--- src/rtl/control.sv ---
// control: multicycle main controller for the 8-bit MIPS-subset processor.
// Moore machine: every datapath select and write enable is decoded from the
// state register alone. The opcode only steers the next-state choice out of
// DECODE and MEMADR.
module control (
    input  logic        ph1,
    input  logic        reset,
    input  logic        Zero,
    input  logic [31:0] Instruction,
    output logic        MemWrite,
    output logic        MemRead,
    output logic        MemtoReg,
    output logic        PCWriteCond,
    output logic        PCWrite,
    output logic        IorD,
    output logic        IRWrite0,
    output logic        IRWrite1,
    output logic        IRWrite2,
    output logic        IRWrite3,
    output logic        RegDst,
    output logic        RegWrite,
    output logic        ALUSrcA,
    output logic [1:0]  ALUSrcB,
    output logic [1:0]  ALUOp,
    output logic [1:0]  PCSource
);

    typedef enum logic [3:0] {
        FETCH1  = 4'd0,
        FETCH2  = 4'd1,
        FETCH3  = 4'd2,
        FETCH4  = 4'd3,
        DECODE  = 4'd4,
        MEMADR  = 4'd5,
        LBRD    = 4'd6,
        LBWR    = 4'd7,
        SBWR    = 4'd8,
        RTYPEEX = 4'd9,
        RTYPEWR = 4'd10,
        BEQEX   = 4'd11,
        JEX     = 4'd12,
        ADDIEX  = 4'd13,
        ADDIWR  = 4'd14
    } state_t;

    localparam logic [5:0] OP_LB    = 6'b100000;
    localparam logic [5:0] OP_SB    = 6'b101000;
    localparam logic [5:0] OP_RTYPE = 6'b000000;
    localparam logic [5:0] OP_BEQ   = 6'b000100;
    localparam logic [5:0] OP_J     = 6'b000010;
    localparam logic [5:0] OP_ADDI  = 6'b001000;

    state_t     r_state;
    state_t     w_next_state;
    logic [5:0] w_op;

    // Branch gating with Zero happens in the datapath; the remaining
    // instruction bits belong to the datapath and ALU-control block.
    logic w_unused;
    assign w_unused = ^{Zero, Instruction[25:0]};

    assign w_op = Instruction[31:26];

    // State register; a low reset forces FETCH1 immediately.
    always_ff @(posedge ph1 or negedge reset) begin
        if (!reset) begin
            r_state <= FETCH1;
        end else begin
            r_state <= w_next_state;
        end
    end

    // Next-state sequencing; unknown opcodes and unused encodings go to FETCH1.
    always_comb begin
        w_next_state = FETCH1;
        case (r_state)
            FETCH1:  w_next_state = FETCH2;
            FETCH2:  w_next_state = FETCH3;
            FETCH3:  w_next_state = FETCH4;
            FETCH4:  w_next_state = DECODE;
            DECODE: begin
                case (w_op)
                    OP_LB, OP_SB: w_next_state = MEMADR;
                    OP_RTYPE:     w_next_state = RTYPEEX;
                    OP_BEQ:       w_next_state = BEQEX;
                    OP_J:         w_next_state = JEX;
                    OP_ADDI:      w_next_state = ADDIEX;
                    default:      w_next_state = FETCH1;
                endcase
            end
            MEMADR: begin
                if (w_op == OP_LB) begin
                    w_next_state = LBRD;
                end else if (w_op == OP_SB) begin
                    w_next_state = SBWR;
                end else begin
                    w_next_state = FETCH1;
                end
            end
            LBRD:    w_next_state = LBWR;
            RTYPEEX: w_next_state = RTYPEWR;
            ADDIEX:  w_next_state = ADDIWR;
            default: w_next_state = FETCH1;
        endcase
    end

    // Moore output decode: everything defaults to 0, each state raises its own.
    always_comb begin
        MemWrite    = 1'b0;
        MemRead     = 1'b0;
        MemtoReg    = 1'b0;
        PCWriteCond = 1'b0;
        PCWrite     = 1'b0;
        IorD        = 1'b0;
        IRWrite0    = 1'b0;
        IRWrite1    = 1'b0;
        IRWrite2    = 1'b0;
        IRWrite3    = 1'b0;
        RegDst      = 1'b0;
        RegWrite    = 1'b0;
        ALUSrcA     = 1'b0;
        ALUSrcB     = 2'b00;
        ALUOp       = 2'b00;
        PCSource    = 2'b00;
        case (r_state)
            FETCH1: begin
                MemRead = 1'b1; IRWrite3 = 1'b1; ALUSrcB = 2'b01; PCWrite = 1'b1;
            end
            FETCH2: begin
                MemRead = 1'b1; IRWrite2 = 1'b1; ALUSrcB = 2'b01; PCWrite = 1'b1;
            end
            FETCH3: begin
                MemRead = 1'b1; IRWrite1 = 1'b1; ALUSrcB = 2'b01; PCWrite = 1'b1;
            end
            FETCH4: begin
                MemRead = 1'b1; IRWrite0 = 1'b1; ALUSrcB = 2'b01; PCWrite = 1'b1;
            end
            DECODE: begin
                ALUSrcB = 2'b11;
            end
            MEMADR: begin
                ALUSrcA = 1'b1; ALUSrcB = 2'b10;
            end
            LBRD: begin
                MemRead = 1'b1; IorD = 1'b1;
            end
            LBWR: begin
                RegWrite = 1'b1; MemtoReg = 1'b1;
            end
            SBWR: begin
                MemWrite = 1'b1; IorD = 1'b1;
            end
            RTYPEEX: begin
                ALUSrcA = 1'b1; ALUOp = 2'b10;
            end
            RTYPEWR: begin
                RegDst = 1'b1; RegWrite = 1'b1;
            end
            BEQEX: begin
                ALUSrcA = 1'b1; ALUOp = 2'b01; PCWriteCond = 1'b1; PCSource = 2'b01;
            end
            JEX: begin
                PCWrite = 1'b1; PCSource = 2'b10;
            end
            ADDIEX: begin
                ALUSrcA = 1'b1; ALUSrcB = 2'b10;
            end
            ADDIWR: begin
                RegWrite = 1'b1;
            end
            default: begin
            end
        endcase
    end

endmodule

--- config.mk ---
export PLATFORM = sky130hd
export DESIGN_NAME = control
export DESIGN_NICKNAME = d
export VERILOG_FILES = /design/src/rtl/control.sv
export SDC_FILE = /design/constraint.sdc
export NUM_CORES = 1
export LEC_CHECK = 0
export ABC_CLOCK_PERIOD_IN_PS = 1400
export CORE_MARGIN = 8
export CORE_UTILIZATION = 24
export DETAILED_ROUTE_END_ITERATION = 8
export HOLD_SLACK_MARGIN = 0.06
export PLACE_DENSITY = 0.74
export SLEW_MARGIN = 25
export SYNTH_ARGS = -nofsm -noshare
export SYNTH_HDL_FRONTEND = slang
export SYNTH_SLANG_ARGS = --single-unit
--- constraint.sdc ---
create_clock -name ph1 -period 1.4 [get_ports ph1]
set_input_delay 0.14 -clock ph1 [delete_from_list [all_inputs] [get_ports ph1]]
set_output_delay 0.14 -clock ph1 [all_outputs]
set_load 0.1 [all_outputs]
=== Word level (Yosys, flattened, before mapping) ===
Index checks and enable logic that the tools add are counted.

* Word-level logic and storage cells: 50
* Output and inout bits: 19
* Bits of input ports: 35
* Register bits after elaboration: 4

* Equal/unequal tests: 19
* Mux-type cells: 20
* Reductions and logical operators: 10

{| class="wikitable"
|+ Operators by type and width
! operator !! number
|-
| one-hot mux 4 bit (9 select lines) || 1
|-
| == test 4 bit, second input constant || 7
|-
| one-hot mux 4 bit (5 select lines) || 1
|-
| == test 4 x 3 -> 1 bit, second input constant || 4
|-
| two-way mux 1 bit || 13
|-
| == test 6 bit, second input constant || 2
|-
| OR reduction 5 bit || 2
|-
| == test 4 x 2 -> 1 bit, second input constant || 2
|-
| two-way mux 4 bit || 2
|-
| one-hot mux 2 bit (2 select lines) || 2
|-
| OR reduction 4 bit || 2
|-
| == test 6 x 2 -> 1 bit, second input constant || 1
|-
| == test 6 x 3 -> 1 bit, second input constant || 1
|-
| == test 6 x 4 -> 1 bit, second input constant || 1
|-
| logical NOT 6 bit || 1
|-
| one-hot mux 2 bit (3 select lines) || 1
|-
| OR reduction 2 bit || 3
|-
| == test 4 x 1 -> 1 bit, second input constant || 1
|-
| logical NOT 4 bit || 1
|-
| OR reduction 3 bit || 1
|}

=== Depth between registers and ports, before layout ===
* Word-level depth: 4
* Depth in mapped cells: 6
* Depth with buffers taken out: 4

=== Worst setup path after synthesis ===
Ideal clock, no wire load.

* Kind: flip-flop to output port
* From: register r_state[0]
* To: output PCWrite
* Required time: 1.260 ns
* Slack: -1.669 ns
* Cell stages (with the launch flop): 5
* Buffers on the path: 2
* Arrival time: 2.929 ns
* Path through: dfrtp_1 buf_6 or2_1 buf_6 o21ai_0

* Word-level cells in the longest chain between the ends: 3
* Elaborated cells on any way between the ends: 7
* Those cells by class: eq/ne: 4; mux: 1; reduce/logical: 2

{| class="wikitable"
|+ Ends and longest elaborated chain
! element !! RTL line !! source
|-
| from (decl) || 53 || <nowiki>state_t r_state;</nowiki>
|-
| from (signal assigned) || 69 || <nowiki>r_state <= w_next_state;</nowiki>
|-
| == test 4 x 2 -> 1 bit (tied with other cells) || 125 || <nowiki>case (r_state)</nowiki>
|-
| OR reduction 5 bit (no source line) * || n/a ||
|-
| two-way mux 1 bit * || 125 ||
|-
| to (decl) || 14 || <nowiki>output logic PCWrite,</nowiki>
|}

Every way passes the cells marked *; elsewhere a longest branch is shown, timed or not.

=== Worst setup path after layout ===
* From: register r_state[3]
* To: output ALUSrcB[1]

* Word-level cells in the longest chain between the ends: 3
* Elaborated cells on any way between the ends: 10
* Those cells by class: eq/ne: 6; mux: 1; reduce/logical: 3

{| class="wikitable"
|+ Ends and longest elaborated chain
! element !! RTL line !! source
|-
| == test 4 x 2 -> 1 bit (tied with other cells) || 125 ||
|-
| OR reduction 4 bit (no source line) or OR reduction 2 bit (tied branches) || n/a ||
|-
| one-hot mux 2 bit (3 select lines) * || 125 ||
|-
| to (decl) || 23 || <nowiki>output logic [1:0] ALUSrcB,</nowiki>
|}

Marks and branches as above.

==> results_dict.tcl <==
set metrics [dict create \
    outcome "finished with violations" \
    violations "negative setup slack" \
    power.density_mw_per_mm2 2623 \
    vdd_drop_max_uv 1503 \
    worstSetupEndpointType "output port" \
    cts_tree "yes" \
    globalplace.congestion 0.9154 \
    cts_root_buffer "clkbuf_4" \
    crit_fanout 4 \
    tightest_slew_ns 0.3277 \
    cts_made_buffers 3 \
    largest-register "r_state" \
    finClkSkew_ns 0.003725 \
    initialDrtViolationCount 8 \
    syn_nets 105 \
    reg2reg_slack_ns -0.04 \
    fin_nets 146 \
    cts.sinks 4 \
    synth_cells 70 \
    dp_hpwl_um 1491 \
    reg2regPathDepth 5 \
    ys_seq_area_share_pct 20.67 \
    grt_overflow 0 \
    clockBufferDepth 2 \
    insertion_delay_ns 0.23 \
    setup-violations-final 17 \
    fin_crit_sh_pct 110.9 \
    rsz0062_at_grt "true" \
    core_area_mm2 0.001942 \
    cts_hold_buf 0 \
    slew_viol_final 0 \
    num_rows 16 \
    reg2reg_from "r_state[3]" \
    critPathLaunchType "flop" \
    timing_worst_setup_path_type "reg2out" \
    multi_input_area_um2 551.8 \
    path_clk_slew_ns 0.04 \
    largest_reg_flops 4 \
    cts_max_level 1 \
    dp_cells 129 \
    num_antenna_cells 0 \
    io_buffer_count 26 \
    cap_violations 0 \
    relSlewSlack_pct 78.07 \
    stdcell_area_mm2 0.001348 \
    synth_cell_types 30 \
    avgSynthCellArea_um2 6.917 \
    post-synth-top-count-cell "nor2_1" \
    fillerInstances 145 \
    leakagePower_nw 0.5345 \
    grt_pass1_vias 701 \
    fmaxAchievable_mhz 644.3 \
    grt_pass1_wl_um 3049 \
    drt_drc_violations_left 0 \
    grt_usage_pct 10.42 \
    ys_top_cells_by_area "dfrtp_1 21%, nor2_1 15%, a21oi_1 6.2%" \
    synth_edf_count 0 \
    period_minus_slack_ns 1.552 \
    hold_path.class "in2async" \
    vias 652 \
    die_area_mm2 0.003711 \
    first_pass_iters 4 \
    synth_flop_cell "dfrtp_1" \
    synth_common_cells "19 x nor2_1, 6 x a21oi_1, 6 x nand2_1, 4 x dfrtp_1, 3 x nor2b_1" \
    r2r-end "r_state[1]" \
    holdWs_ns 0.1144 \
    start_util_pct 24.94 \
    place_ws_ns -0.002182 \
    synth_area_leader_cell "dfrtp_1" \
    dpl-instance-area_mm2 0.001197 \
    area_growth_pct 178.3 \
    total_power_mw 3.534 \
    fin_setup_tns_ns -1.293 \
    fin_ws_ns -0.1521 \
    wl_um 1950 \
    hold_viol_final 0 \
    antenna_found_initial 0 \
    synthArstFlopShare_pct 100.0 \
    cp.arrival_ns 1.41 \
    vias_per_cell 4.794 \
    seqCellArea_um2 101.3 \
    cp.required_ns 1.26 \
    utilization_pct 69.39 \
    fp.dieW_um 60.92 \
    fp.dieH_um 60.92 \
    synth_top_area_share_pct 20.67 \
    wl_per_cell_um 14.34 \
    reg.largest.list "r_state x4" \
    mappedNetlistArea_um2 484.2 \
    ioPinCount 54 \
    stdcell_count 136 \
    grt_max_degree 8 \
    yosys_warnings 0 \
    ant_nets 0 \
    final_layout_size_suffix_gt1_share_pct 68.81 \
    synth_seq_cells 4 \
]
## worst max-delay path by stage
stage | from | end | slack, ns | depth (start not counted)
2_1_floorplan | r_state[2] | PCSource[0] | -0.28 | 4
3_3_place_gp | Instruction[26] | r_state[2] | 0.002 | 5
3_5_place_dp | Instruction[31] | r_state[1] | -0.002 | 5
4_1_cts | r_state[3] | ALUSrcB[1] | -0.15 | 4
5_1_grt | r_state[3] | ALUSrcB[1] | -0.21 | 4
6_report | r_state[3] | ALUSrcB[1] | -0.15 | 4
## layout by cell type (no fill, tap or decap), types with 3 or more instances in the layout
cell type        synthesis  layout
buf_12                   0      21
nor2_4                   0      11
buf_4                    1       9
nor2_1                  19       7
clkdlybuf4s50_1          0       7
buf_6                    2       5
nand2_1                  6       3
clkbuf_4                 0       3
dfrtp_1                  4       3
## critical path, stage by stage, from the launching register on
cell,delay [ns]
dfrtp_1,0.41
buf_6,0.14
and2b_2,0.21
nor3b_4,0.22
buf_12,0.20
## cell families after synthesis
kind of cell / share of synthesized area [%]
AOI/OAI and AO/OA: 18.35
xor gates and xnor gates: 1.809
adders and majority gates: 2.067
buffers and inverters: 10.59
DFF: 20.67
and+or+nand+nor: 46.52
## layer usage
layer / wire (um) / track usage [%] / part of all wire (%) / vias up
met5: 0 / 0 / 0 / -
li1: - / - / - / 318
met1: 715 / 10.57 / 37 / 310
met4: 0 / 3.322 / 0 / 0
met2: 1127 / 20.66 / 58 / 24
met3: 107 / 1.695 / 5.5 / 0
## what timing repair did
action | in CTS | in global routing
buffers inserted | 3 | 1
pin swaps | 13 | 8
setup endpoints to repair | 19 | 22
resized for setup | 10 | 13
## cell type report
type                    count  share of cell area [%]
repair buffers             43                   46.70
multi-input cells          58                   40.95
flip-flops and latches      4                   7.521
well taps                  27                   2.507
clock buffers               3                   1.671
inverters                   1                  0.6500
## report_power, final
part           switching [mW]  total, mW  internal [mW]
logic                    1.89       3.17           1.28
registers              0.0600      0.224          0.164
clock network          0.0443      0.140         0.0957
total                    2.00       3.53           1.54
No activity file was read; power rests on OpenSTA's default activity.
